[src/rtl/data_bus_arbiter_pkg.sv]
// Shared definitions for the two-master data bus arbiter: FSM state encoding
// and master index constants.
package data_bus_arbiter_pkg;

  typedef enum logic [1:0] {
    IDLE  = 2'd0,
    RESP0 = 2'd1,
    RESP1 = 2'd2
  } state_e;

  localparam logic M0 = 1'b0;
  localparam logic M1 = 1'b1;

endpackage

[src/rtl/data_bus_arbiter_arb_select.sv]
// Combinational winner selection between two requesters.
// Build option: ARB_ROUND_ROBIN_EN selects round-robin; otherwise m0 has fixed priority.
module arb_select
  import data_bus_arbiter_pkg::*;
(
  input  logic [1:0] req_i,
  input  logic       last_grant_i,
  output logic       valid_o,
  output logic       winner_o
);

`ifndef ARB_ROUND_ROBIN_EN
  logic unused_last_grant;
  assign unused_last_grant = last_grant_i;
`endif

  always_comb begin
    valid_o  = |req_i;
    winner_o = M0;
    unique case (req_i)
      2'b01:   winner_o = M0;
      2'b10:   winner_o = M1;
`ifdef ARB_ROUND_ROBIN_EN
      2'b11:   winner_o = (last_grant_i == M0) ? M1 : M0;
`else
      2'b11:   winner_o = M0;
`endif
      default: winner_o = M0;
    endcase
  end

endmodule

[src/rtl/data_bus_arbiter.sv]
// Two-master single-slave bus arbiter with one outstanding transaction.
// Build option: ARB_ROUND_ROBIN_EN enables round-robin conflict resolution.
module data_bus_arbiter
  import data_bus_arbiter_pkg::*;
#(
  parameter int unsigned DATA_WIDTH = 32,
  parameter int unsigned ADDR_WIDTH = 32
) (
  input  logic                  clk,
  input  logic                  rst_n,
  input  logic                  m0_req,
  input  logic                  m0_we,
  input  logic [ADDR_WIDTH-1:0] m0_addr,
  input  logic [DATA_WIDTH-1:0] m0_wd,
  output logic                  m0_gnt,
  output logic                  m0_rvalid,
  output logic [DATA_WIDTH-1:0] m0_rd,
  input  logic                  m1_req,
  input  logic                  m1_we,
  input  logic [ADDR_WIDTH-1:0] m1_addr,
  input  logic [DATA_WIDTH-1:0] m1_wd,
  output logic                  m1_gnt,
  output logic                  m1_rvalid,
  output logic [DATA_WIDTH-1:0] m1_rd,
  output logic                  s_we,
  output logic                  s_re,
  output logic [ADDR_WIDTH-1:0] s_addr,
  output logic [DATA_WIDTH-1:0] s_wd,
  input  logic [DATA_WIDTH-1:0] s_rd,
  output logic                  core_stall
);

  state_e state_q, state_d;
  logic   last_grant_q, last_grant_d;
  logic   sel_valid, sel_winner;
  logic   grant, win_we;

  arb_select u_arb_select (
    .req_i        ({m1_req, m0_req}),
    .last_grant_i (last_grant_q),
    .valid_o      (sel_valid),
    .winner_o     (sel_winner)
  );

  // Grant logic is qualified by rst_n so every output reads 0 while reset is held.
  assign grant  = (state_q == IDLE) && sel_valid && rst_n;
  assign win_we = (sel_winner == M1) ? m1_we : m0_we;

  always_comb begin
    m0_gnt    = grant && (sel_winner == M0);
    m1_gnt    = grant && (sel_winner == M1);
    s_we      = grant && win_we;
    s_re      = grant && !win_we;
    s_addr    = '0;
    s_wd      = '0;
    if (grant) begin
      s_addr = (sel_winner == M1) ? m1_addr : m0_addr;
      s_wd   = (sel_winner == M1) ? m1_wd   : m0_wd;
    end
    m0_rvalid  = (state_q == RESP0);
    m1_rvalid  = (state_q == RESP1);
    m0_rd      = m0_rvalid ? s_rd : '0;
    m1_rd      = m1_rvalid ? s_rd : '0;
    core_stall = rst_n && m0_req && !(m0_gnt && m0_we) && !m0_rvalid;
  end

  always_comb begin
    state_d      = state_q;
    last_grant_d = last_grant_q;
    unique case (state_q)
      IDLE: begin
        if (grant) begin
          last_grant_d = sel_winner;
          if (!win_we) state_d = (sel_winner == M1) ? RESP1 : RESP0;
        end
      end
      RESP0, RESP1: state_d = IDLE;
      default:      state_d = IDLE;
    endcase
  end

  always_ff @(posedge clk or negedge rst_n) begin
    if (!rst_n) begin
      state_q      <= IDLE;
      last_grant_q <= M1;
    end else begin
      state_q      <= state_d;
      last_grant_q <= last_grant_d;
    end
  end

endmodule

[config.mk]
export PLATFORM = sky130hd
export DESIGN_NAME = data_bus_arbiter
export DESIGN_NICKNAME = d
export VERILOG_FILES = /design/src/rtl/data_bus_arbiter_pkg.sv /design/src/rtl/data_bus_arbiter_arb_select.sv /design/src/rtl/data_bus_arbiter.sv
export SDC_FILE = /design/constraint.sdc
export NUM_CORES = 1
export LEC_CHECK = 0
export CAP_MARGIN = 20
export CELL_PAD_IN_SITES_DETAIL_PLACEMENT = 0
export CELL_PAD_IN_SITES_GLOBAL_PLACEMENT = 1
export CORE_ASPECT_RATIO = 1.25
export CORE_MARGIN = 2
export CORE_UTILIZATION = 10
export DETAILED_ROUTE_END_ITERATION = 10
export MAX_ROUTING_LAYER = met4
export PLACE_DENSITY = 0.81
export REMOVE_ABC_BUFFERS = 1
export SYNTH_ARGS = -nofsm -noshare
export SYNTH_HDL_FRONTEND = slang
export SYNTH_HIERARCHICAL = 1
export SYNTH_SLANG_ARGS = --single-unit
export TNS_END_PERCENT = 1
[constraint.sdc]
create_clock -name clk -period 1.3 [get_ports clk]
set_input_delay 0.26 -clock clk [delete_from_list [all_inputs] [get_ports clk]]
set_output_delay 0.26 -clock clk [all_outputs]
set_load 0.005 [all_outputs]
# Yosys cells after proc, flatten, opt, wreduce, memory -nomap -nowiden
# Cells that the tools add are included.
# totals
memories	0
elab_cells	35
out_inout_bits	135
latch_bits	0
ram_bits	0
in_bits	166
register_bits	2
rom_bits	0
# op_classes
n_mux	12
shifts	0
bitwise	1
n_div	0
n_eq_ne	5
n_reduce_logical	16
n_mul	0
magnitude_cmp	0
add_sub_neg	0
# ops
operator	count
2-to-1 mux 32 bit	6
logical AND 1 bit	10
2-to-1 mux 2 bit	4
equality test 2 bit, second input constant	2
!= test 2 bit, second input constant	2
zero test 1 bit	3
equality test 2 x 1 -> 1 bit, second input constant	1
zero test 2 bit	1
2-to-1 mux 1 bit	2
AND reduction 2 bit	1
OR reduction 2 bit	1
NOT 1 bit	1

# Depth between registers and ports, before layout
# depth
ltp_word	8
mapped_depth	6
ltp_nobuf	3

# By module
# Netlist, hierarchy kept.
# modules_own_cells
module	cells_each	n_inst	seq_area_each_um2	area_per_inst_um2
data_bus_arbiter	232	1	76.3	1599.0
arb_select	2	1	0.0	12.5

# Worst setup path before layout
# No wires, ideal clock.
# synth_path
kind	reg2out
start	register state_q[0]
end	output port s_wd[23]
required_ps	1040
n_path_buf	3
arrival_ps	1061
path_stages_with_launch	6
slack_ps	-21
path_cell_list	dfrtp_1 -> nand4bb_1 -> buf_2 -> buf_6 -> buf_6 -> nor2_1
# synth_via
elab_chain_cells	4
# synth_rtl
item	line	text
start: declaration	data_bus_arbiter.sv:33	state_e state_q, state_d;
start signal: assignment	data_bus_arbiter.sv:87	state_q <= state_d;
zero test 2 bit	--	
logical AND 1 bit (2 in a row)	data_bus_arbiter.sv:46	assign grant = (state_q == IDLE) && sel_valid && rst_n;
2-to-1 mux 32 bit	data_bus_arbiter.sv:56	if (grant) begin
end: declaration	data_bus_arbiter.sv:28	output logic [DATA_WIDTH-1:0] s_wd,
# Every way passes these cells.

# Final worst setup path
# layout_path
start	register state_q[0]
end	output port s_wd[31]
# Same word-level chain as after synthesis.

==> flow_metrics.env <==
export IMPL_dp_hpwl_mm=8.773
export IMPL_grt_setup_unrepaired="yes"
export IMPL_track_usage_pct=13.36
export IMPL_postLayoutSetupSlackWorst_ps=-548.1
export IMPL_globalplace_congestion=0.7239
export IMPL_cts_max_path_buffers=2
export IMPL_setup_tns_final_ps=-60500
export IMPL_area_growth_synth_to_final_pct=264.7
export IMPL_route_vias_total=3085
export IMPL_power_per_cell_area_nw_per_um2=400.3
export IMPL_max_freq_mhz=541.1
export IMPL_power_static_leakage_nw=2.633
export IMPL_largest_register="state_q"
export IMPL_worstSetupPathType="flop to primary output"
export IMPL_critical_path_required_ps=1040
export IMPL_max_slew_margin_pct=80.47
export IMPL_final_count_of_pins_violating_max_slew=0
export IMPL_fin_nets=753
export IMPL_critical_path_slowest_cell="dfrtp_1"
export IMPL_reg_top3="state_q: 2 flops"
export IMPL_max_slew_worst_pin_slew_ps=284.9
export IMPL_die_x_um=116.2
export IMPL_netlist_area_um2=1574
export IMPL_drc=0
export IMPL_drive_above_1_share_pct=49.57
export IMPL_multiInputGateArea_um2=1730
export IMPL_cpPeakStageDelay_ps=380
export IMPL_place_worst_setup_slack_ps=-1125
export IMPL_fp_dieH_um=144.3
export IMPL_initial_utilization_pct=10.15
export IMPL_ir_drop_uv=350.7
export IMPL_layout_cell_area_non_filler_um2=5741
export IMPL_largest_register_ffs=2
export IMPL_io_pin_count=301
export IMPL_clock_sinks=2
export IMPL_critical_path_peak_fanout=6
export IMPL_route_detailed_vias_per_inst=3.871
export IMPL_drt_pass1_iter_count=3
export IMPL_setup_violations_final=136
export IMPL_fin_crit_ps=1848
export IMPL_place_detailed_instances=749
export IMPL_number_of_antenna_violations_at_the_first_check_in_global_routing=0
export IMPL_syn_instance_count=232
export IMPL_grt_start_max_net_pins=22
export IMPL_crit_path_end_kind="primary output"
export IMPL_worstSetupStartpointType="flop"
export IMPL_overflow=0
export IMPL_layout_cells_non_filler=797
export IMPL_insertion_delay_ps=220
export IMPL_report_final_hold_viol_count=0
export IMPL_failed_checks="setup timing"
export IMPL_cp_cell_sequence="buf_6, nand4bb_4, clkbuf_16, clkbuf_16, nor2_2, buf_2"
export IMPL_cp_data_arrival_time_ps=1590
export IMPL_fillCellCount=1639
export IMPL_min_delay_path_class="input port to asynchronous set/reset pin"
export IMPL_drt_initial_drc_count=37
export IMPL_clock_edge_transition_at_the_registers_on_the_reported_setup_and_hold_paths_ps=30
export IMPL_yosysWarningCount=6
export IMPL_placed_cell_area_um2=5004
export IMPL_cts_htree_levels=1
export IMPL_run_status="finished with violations"
export IMPL_max_cap_violations=0
export IMPL_final_setup_skew_ps=1.301
export IMPL_area_sequential_um2=50.05
export IMPL_postSynthAreaPerCell_um2=6.785
export IMPL_first_global_vias=3129
export IMPL_wire_length_of_the_first_global_routing_pass_mm=16.57
export IMPL_timing_critical_path_mode_cell="clkbuf_16"
export IMPL_cts_tree="built"
export IMPL_antenna_violating_nets_post_route=0
export IMPL_drt_wl_total_mm=12.65
export IMPL_placement_rows=51
export IMPL_share_of_the_cycle_needed_by_the_critical_path_after_routing_pct=142.2
export IMPL_wl_per_cell_um=15.87
export IMPL_portBuffers=300
export IMPL_core_area_um2=15510
export IMPL_antenna_diode_count=0
export IMPL_number_of_buffers_added_by_the_clock_tree_synthesis_step=3
export IMPL_fp_dieArea_um2=16770
export IMPL_worst_hold_slack_ps=196.7
export IMPL_clock_root_buffer_master="clkbuf_16"
-- critical path, delay by kind of cell, from the launching register on --
family	cells	cell delay (ps)
buffers and inverters	4	630
flip-flops	1	380
AND/OR/NAND/NOR	2	360
-- per-stage QoR --
step	power [mW]	utilization [%]
after global placement	1.465	32.27
final	2.298	37.02
after floorplan	0.4565	-
after CTS	2.132	35.59
after detailed placement	1.484	32.27
after global routing	2.433	37.02
-- path summary, 6_finish.rpt --
check	from	to	slack [ps]	cells after the start
hold / removal	rst_n	state_q[1]	200	2
min in group clk	rst_n	state_q[0]	780	4
hold reg to reg	state_q[0]	state_q[0]	930	4
setup / recovery	state_q[0]	s_wd[31]	-550	6
setup reg to reg	state_q[0]	state_q[1]	-240	7
max in group asynchronous	rst_n	state_q[0]	1010	2
-- metal layers --
layer  GRT usage [%]  wire length, µm
met1           12.79             4469
met2           27.36             6933
met3           3.646             1220
met4          0.8145               27
met5               -                0
-- report_power, final --
| part | switching [mW] | total [mW] | internal, mW |
|---|---|---|---|
| clock | 0.0632 | 0.454 | 0.391 |
| combinational | 0.631 | 1.78 | 1.15 |
| sequential | 0.00203 | 0.0671 | 0.0650 |
-- placed cells by master, fill, tap and decap left out --
| master | instances |
|---|---|
| a311oi_2 | 1 |
| and2_1 | 52 |
| and2_4 | 13 |
| and2b_4 | 2 |
| buf_12 | 16 |
| buf_16 | 9 |
| buf_2 | 99 |
| buf_4 | 16 |
| buf_6 | 40 |
| buf_8 | 4 |
| bufbuf_16 | 1 |
| clkbuf_16 | 9 |
| clkbuf_2 | 15 |
| clkdlybuf4s15_2 | 3 |
| clkdlybuf4s50_1 | 162 |
| dfrtp_1 | 2 |
| dlygate4sd2_1 | 1 |
| inv_1 | 1 |
| mux2i_1 | 57 |
| mux2i_2 | 7 |
| mux2i_4 | 1 |
| nand2_1 | 1 |
| nand4bb_4 | 1 |
| nor2_1 | 16 |
| nor2_2 | 30 |
| nor2_4 | 21 |
| nor2b_4 | 1 |
| nor3_1 | 1 |
| nor3_4 | 1 |
| nor4bb_1 | 1 |
| or2_1 | 1 |
-- layout make-up --
cell class                 instances  share of cell area, %
clock buffer                       3                  1.308
inverter                           1                0.06539
multi-input combinational        207                  30.14
sequential                         2                 0.8718
tap                              212                  4.621
timing repair buffer             372                  62.99
-- what timing repair did --
action	in CTS	in global routing
setup buffers	27	2
setup endpoints to repair	137	137
resized for setup	544	150
hold buffers	0	0
cloned	10	7
pin swaps	35	22
No activity file was read; power rests on OpenSTA's default activity.
